[src/rtl/icache_fill_ctrl.sv]
// icache_fill_ctrl: builds one cache line from refill beats and writes it to
// port 0 of the 1R1W data SRAM. It also gates lookups onto port 1 and keeps the
// per-line valid bitmap that goes back with every read response.
module icache_fill_ctrl #(
  parameter int LINE_WIDTH = 320,
  parameter int BEAT_WIDTH = 32,
  parameter int ADDR_WIDTH = 4
) (
  input  logic                  clk,
  input  logic                  rst_n,
  // refill request
  input  logic                  fill_req_valid,
  output logic                  fill_req_ready,
  input  logic [ADDR_WIDTH-1:0] fill_req_index,
  // refill data beats
  input  logic                  beat_valid,
  output logic                  beat_ready,
  input  logic [BEAT_WIDTH-1:0] beat_data,
  // fill completion
  output logic                  fill_done,
  output logic [ADDR_WIDTH-1:0] fill_done_index,
  input  logic                  invalidate_all,
  // lookups
  input  logic                  rd_req_valid,
  output logic                  rd_req_ready,
  input  logic [ADDR_WIDTH-1:0] rd_req_index,
  output logic                  rd_resp_valid,
  output logic [ADDR_WIDTH-1:0] rd_resp_index,
  output logic                  rd_resp_hit,
  // SRAM port 0 (write) and port 1 (read)
  output logic                  sram_csb0,
  output logic [ADDR_WIDTH-1:0] sram_addr0,
  output logic [LINE_WIDTH-1:0] sram_din0,
  output logic                  sram_csb1,
  output logic [ADDR_WIDTH-1:0] sram_addr1
);

  localparam int BEATS = LINE_WIDTH / BEAT_WIDTH;
  localparam int CNT_W = (BEATS > 1) ? $clog2(BEATS + 1) : 1;
  localparam int DEPTH = 1 << ADDR_WIDTH;

  typedef enum logic [1:0] {
    S_IDLE    = 2'd0,
    S_COLLECT = 2'd1,
    S_WRITE   = 2'd2,
    S_DONE    = 2'd3
  } state_e;

  state_e                  state_q, state_d;
  logic [CNT_W-1:0]        cnt_q, cnt_d;
  logic [ADDR_WIDTH-1:0]   idx_q, idx_d;
  logic [LINE_WIDTH-1:0]   line_buf_q, line_buf_d;
  logic [DEPTH-1:0]        valid_q, valid_d;
  logic                    rd_resp_valid_q;
  logic [ADDR_WIDTH-1:0]   rd_resp_index_q;
  logic                    rd_resp_hit_q;

  logic                    rd_hazard;
  logic                    rd_fire;

  // Fill state, beat counter, latched index and line buffer registers
  always_ff @(posedge clk or negedge rst_n) begin
    if (!rst_n) begin
      state_q    <= S_IDLE;
      cnt_q      <= '0;
      idx_q      <= '0;
      line_buf_q <= '0;
    end else begin
      state_q    <= state_d;
      cnt_q      <= cnt_d;
      idx_q      <= idx_d;
      line_buf_q <= line_buf_d;
    end
  end

  // Fill sequencing: next state, beat capture and handshake/strobe outputs
  always_comb begin
    state_d        = state_q;
    cnt_d          = cnt_q;
    idx_d          = idx_q;
    line_buf_d     = line_buf_q;
    fill_req_ready = 1'b0;
    beat_ready     = 1'b0;
    sram_csb0      = 1'b1;
    fill_done      = 1'b0;
    case (state_q)
      S_IDLE: begin
        fill_req_ready = 1'b1;
        if (fill_req_valid) begin
          idx_d   = fill_req_index;
          cnt_d   = '0;
          state_d = S_COLLECT;
        end
      end
      S_COLLECT: begin
        beat_ready = 1'b1;
        if (beat_valid) begin
          // beat 0 lands in the least-significant slice of the line
          line_buf_d[cnt_q*BEAT_WIDTH +: BEAT_WIDTH] = beat_data;
          cnt_d = cnt_q + CNT_W'(1);
          if (cnt_q == CNT_W'(BEATS - 1)) begin
            state_d = S_WRITE;
          end
        end
      end
      S_WRITE: begin
        sram_csb0 = 1'b0;
        state_d   = S_DONE;
      end
      S_DONE: begin
        fill_done = 1'b1;
        state_d   = S_IDLE;
      end
      default: begin
        state_d = S_IDLE;
      end
    endcase
  end

  // Port-0 address/data simply follow the latched index and buffer
  assign sram_addr0      = idx_q;
  assign sram_din0       = line_buf_q;
  assign fill_done_index = idx_q;

  // Valid bitmap update; a simultaneous invalidate overrides the DONE set
  always_comb begin
    valid_d = valid_q;
    if (state_q == S_DONE) begin
      valid_d[idx_q] = 1'b1;
    end
    if (invalidate_all) begin
      valid_d = '0;
    end
  end

  // Valid bitmap register
  always_ff @(posedge clk or negedge rst_n) begin
    if (!rst_n) begin
      valid_q <= '0;
    end else begin
      valid_q <= valid_d;
    end
  end

  // A read to the line being written is held off through WRITE and DONE so
  // that it cannot race the SRAM's negedge commit of the new line.
  assign rd_hazard    = ((state_q == S_WRITE) || (state_q == S_DONE)) &&
                        (rd_req_index == idx_q);
  assign rd_req_ready = ~rd_hazard;
  assign rd_fire      = rd_req_valid & rd_req_ready;
  assign sram_csb1    = ~rd_fire;
  assign sram_addr1   = rd_req_index;

  // Read response pipeline: one cycle after acceptance, alongside SRAM dout1
  always_ff @(posedge clk or negedge rst_n) begin
    if (!rst_n) begin
      rd_resp_valid_q <= 1'b0;
      rd_resp_index_q <= '0;
      rd_resp_hit_q   <= 1'b0;
    end else begin
      rd_resp_valid_q <= rd_fire;
      if (rd_fire) begin
        rd_resp_index_q <= rd_req_index;
        rd_resp_hit_q   <= valid_q[rd_req_index];
      end
    end
  end

  assign rd_resp_valid = rd_resp_valid_q;
  assign rd_resp_index = rd_resp_index_q;
  assign rd_resp_hit   = rd_resp_hit_q;

endmodule

[config.mk]
export PLATFORM = sky130hd
export DESIGN_NAME = icache_fill_ctrl
export DESIGN_NICKNAME = d
export VERILOG_FILES = /design/src/rtl/icache_fill_ctrl.sv
export SDC_FILE = /design/constraint.sdc
export NUM_CORES = 1
export LEC_CHECK = 0
export ABC_CLOCK_PERIOD_IN_PS = 4700
export BUFFER_PORTS_ARGS = -buffer_cell sky130_fd_sc_hd__buf_2
export CORE_UTILIZATION = 35
export CTS_CLUSTER_DIAMETER = 50
export DETAILED_ROUTE_END_ITERATION = 10
export RECOVER_POWER = 100
export SYNTH_ARGS = -nofsm -noshare
export SYNTH_HDL_FRONTEND = slang
export SYNTH_SLANG_ARGS = --single-unit
[constraint.sdc]
create_clock -name clk -period 4.7 [get_ports clk]
set_input_delay 0.94 -clock clk [delete_from_list [all_inputs] [get_ports clk]]
set_output_delay 0.94 -clock clk [all_outputs]
set_load 0.05 [all_outputs]
==> flow_summary_export.csv <==
group,metric,value,unit
final_layout,syn_to_final_growth,22.92,%
cts,clock-sinks,352,
cts,path_clk_slew,0.06,ns
synthesis,synth_seq_cells,352,
timing,fin_crit_sh,82.22,%
job,maxCapViolCount,2,
final_layout,fin_cells,2351,
cts,ctsResizeCount,0,
timing,rsz0062_at_grt,"false",
global_route,grt_pass1_wl,72.55,mm
synthesis,ys_warn_count,0,
synthesis,ys.flop_type,"dfrtp_1",
placed_design,hpwl,32.88,mm
timing,skew,0.03004,ns
synthesis,synth_top_area_share,56.81,%
timing,worst_slack,0.8357,ns
pwr,seqPwrFrac,35.7,%
placed_design,post-place-cells,2268,
pwr,p_sw,3.690,mW
outcome,violations,"capacitance limit, slew limit",
timing,max_slew_margin,-114.7,%
die,coreArea,43360,sq um
pwr,swShare,37.27,%
worst_setup_path,cp.required,3.76,ns
detailed_routing,drc_errors,0,
cts,clkLatencyLatePin,0.57,ns
pwr,powerDensity,519.4,nW/um^2
placed_design,port_buffers,389,
outcome,outcome,"finished with violations",
final_layout,fin_area,19060,sq um
synthesis,yosys.area.top_type,"dfrtp_1",
worst_setup_path,crit_fanout,11,
timing,fmax,258.8,MHz
detailed_routing,wl_per_cell,20.46,microns
cts,cts_root_buf,"clkbuf_16",
timing,worst_slew_pin_slew,3.220,ns
pwr,vdd_ir_drop_max,0.0003494,V
detailed_routing,num_vias,11361,
synthesis,synthCells,1391,
cts,cts_buffer_depth,3,
detailed_routing,drt-pass1-iter-count,7,
pwr,leakage,9.700,nW
timing,fin_tns_setup,0,ns
global_route,track_usage,21.50,%
synthesis,synthTopCellsByArea,"dfrtp_1 (57%), mux2_2 (9.9%), mux2i_1 (9.2%)",
detailed_routing,drt-total-wl,48.09,mm
cts,cts_made_buffers,45,
synthesis,synthArstFlopShare,100.0,%
pwr,p_comb_share,26.1,%
worst_setup_path,cp-end-kind,"output pin",
synthesis,ys_top_cells_by_count,"dfrtp_1 (352), nand2_1 (213), inv_1 (169)",
synthesis,synth_fp_nets,1445,
cts,cts_tree,"built",
cts,ctsHoldBuffers,0,
worst_setup_path,crit_path_start_kind,"flip-flop",
die,pin_count,390,
die,core.rowCount,76,
detailed_routing,via_per_inst,4.832,
placed_design,dpl-instance-area,17960,sq um
placed_design,pre_cts_ws,1.043,ns
die,start_util,35.76,%
worst_hold_path,hp-class,"flip-flop to flip-flop",
cts,h-tree-depth,2,
global_route,antenna_found_initial,1,
die,die_y,212.5,microns
synthesis,synth_most_common_cell,"dfrtp_1",
synthesis,post_synth.cell_area_avg,11.15,sq um
timing,finalSetupViolCount,0,
global_route,grt_pass1_vias,11535,
timing,drv_slew,143,
worst_setup_path,arrival,2.92,ns
detailed_routing,drt_iter0_drc,629,
final_layout,utilization,43.95,%
timing,hold_viol,0,
worst_setup_path,crit_type,"flip-flop to output pin",
final_layout,drive_gt1_share,16.82,%
synthesis,synth_edf_count,0,
synthesis,synth_cell_types,46,
placed_design,place.gp.congestion,0.7922,
detailed_routing,antenna_left,0,
final_layout,num_antenna_cells,0,
die,die_w,212.5,microns
pwr,intPower,6.209,mW
global_route,grt-ovfl-total,0,
synthesis,seq_area_frac_synth,56.81,%
final_layout,nNetsFinal,1784,
cts,post_cts_buffers,0,
pwr,p_clk_share,38.2,%
timing,finalCriticalPeriod,3.864,ns
synthesis,syn_area,15500,sq um
timing,whs,0.4814,ns
die,die_area,45150,sq um
global_route,grt_max_degree,121,
pwr,power.total,9.899,mW
[area by class of cell]
cell class,instances,area [sq um]
fill,4276,24300
sequential,352,8808
multi-input combinational,746,5482
timing repair buffer,415,1734
clock buffer,63,1346
tap,585,732.0
inverter,170,638.1
clock inverter,20,317.8
[flip-flops by register name (all words and copies together) (netlist names)]
signal / flops
state_q: 2
valid_q: 16
rd_resp_valid: 1
sram_din0: 320
rd_resp_index: 4
fill_done_index: 4
cnt_q: 4
rd_resp_hit: 1
[placed cells by master, fill, tap and decap left out, types with 24 or more instances in the layout]
cell	Yosys	routed
and3_1	61	61
nand2_1	213	213
mux2_2	136	135
inv_1	169	170
buf_2	14	44
clkbuf_1	59	355
mux2i_1	143	143
o31ai_1	37	37
clkbuf_16	0	47
dfrtp_1	352	352
nor2_1	26	24
o21ai_0	39	39
[cells by family after synthesis]
family                   Yosys count  synth area share, %
AND/OR/NAND/NOR                  345                10.39
buffers and inverters            293                7.957
XOR/XNOR                           6               0.3389
flip-flops                       352                56.81
adder cells (fa/ha/maj)            8               0.6456
multiplexers                     284                19.69
AO/OA/AOI/OAI                    103                4.172
[final timing paths]
path                                    start        endpoint  slack [ns]  cells after the start
setup / recovery           fill_done_index[1]       sram_csb1        0.84                      4
hold / removal                  sram_din0[18]   sram_din0[18]        0.48                      2
setup reg to reg                     cnt_q[0]   sram_din0[75]        0.88                      8
hold reg to reg                 sram_din0[18]   sram_din0[18]        0.48                      2
max in group asynchronous               rst_n   sram_din0[33]        1.11                      2
min in group asynchronous               rst_n  sram_din0[187]        1.41                      1
[critical path, stage by stage, from the launching register on]
cell,delay [ns]
dfrtp_1,0.59
xnor2_1,0.17
nand3_1,0.11
o31ai_1,0.96
clkbuf_1,0.54
[power groups by stage]
| stage | sequential (mW) | combinational [mW] | clock, mW |
|---|---|---|---|
| floorplan | 4.39 | 1.08 | 0 |
| global placement | 3.55 | 2.70 | 0 |
| detailed placement | 3.57 | 2.73 | 0 |
| CTS | 3.52 | 2.73 | 3.88 |
| global route | 3.57 | 2.77 | 3.99 |
| finish | 3.53 | 2.58 | 3.78 |
[per-layer routing]
layer / routed length, microns / track usage [%]
met1: 20550 / 27.68
met2: 22770 / 34.60
met4: 1417 / 7.889
met3: 3335 / 5.761
met5: 13 / 0
No activity file was read; power rests on OpenSTA's default activity.
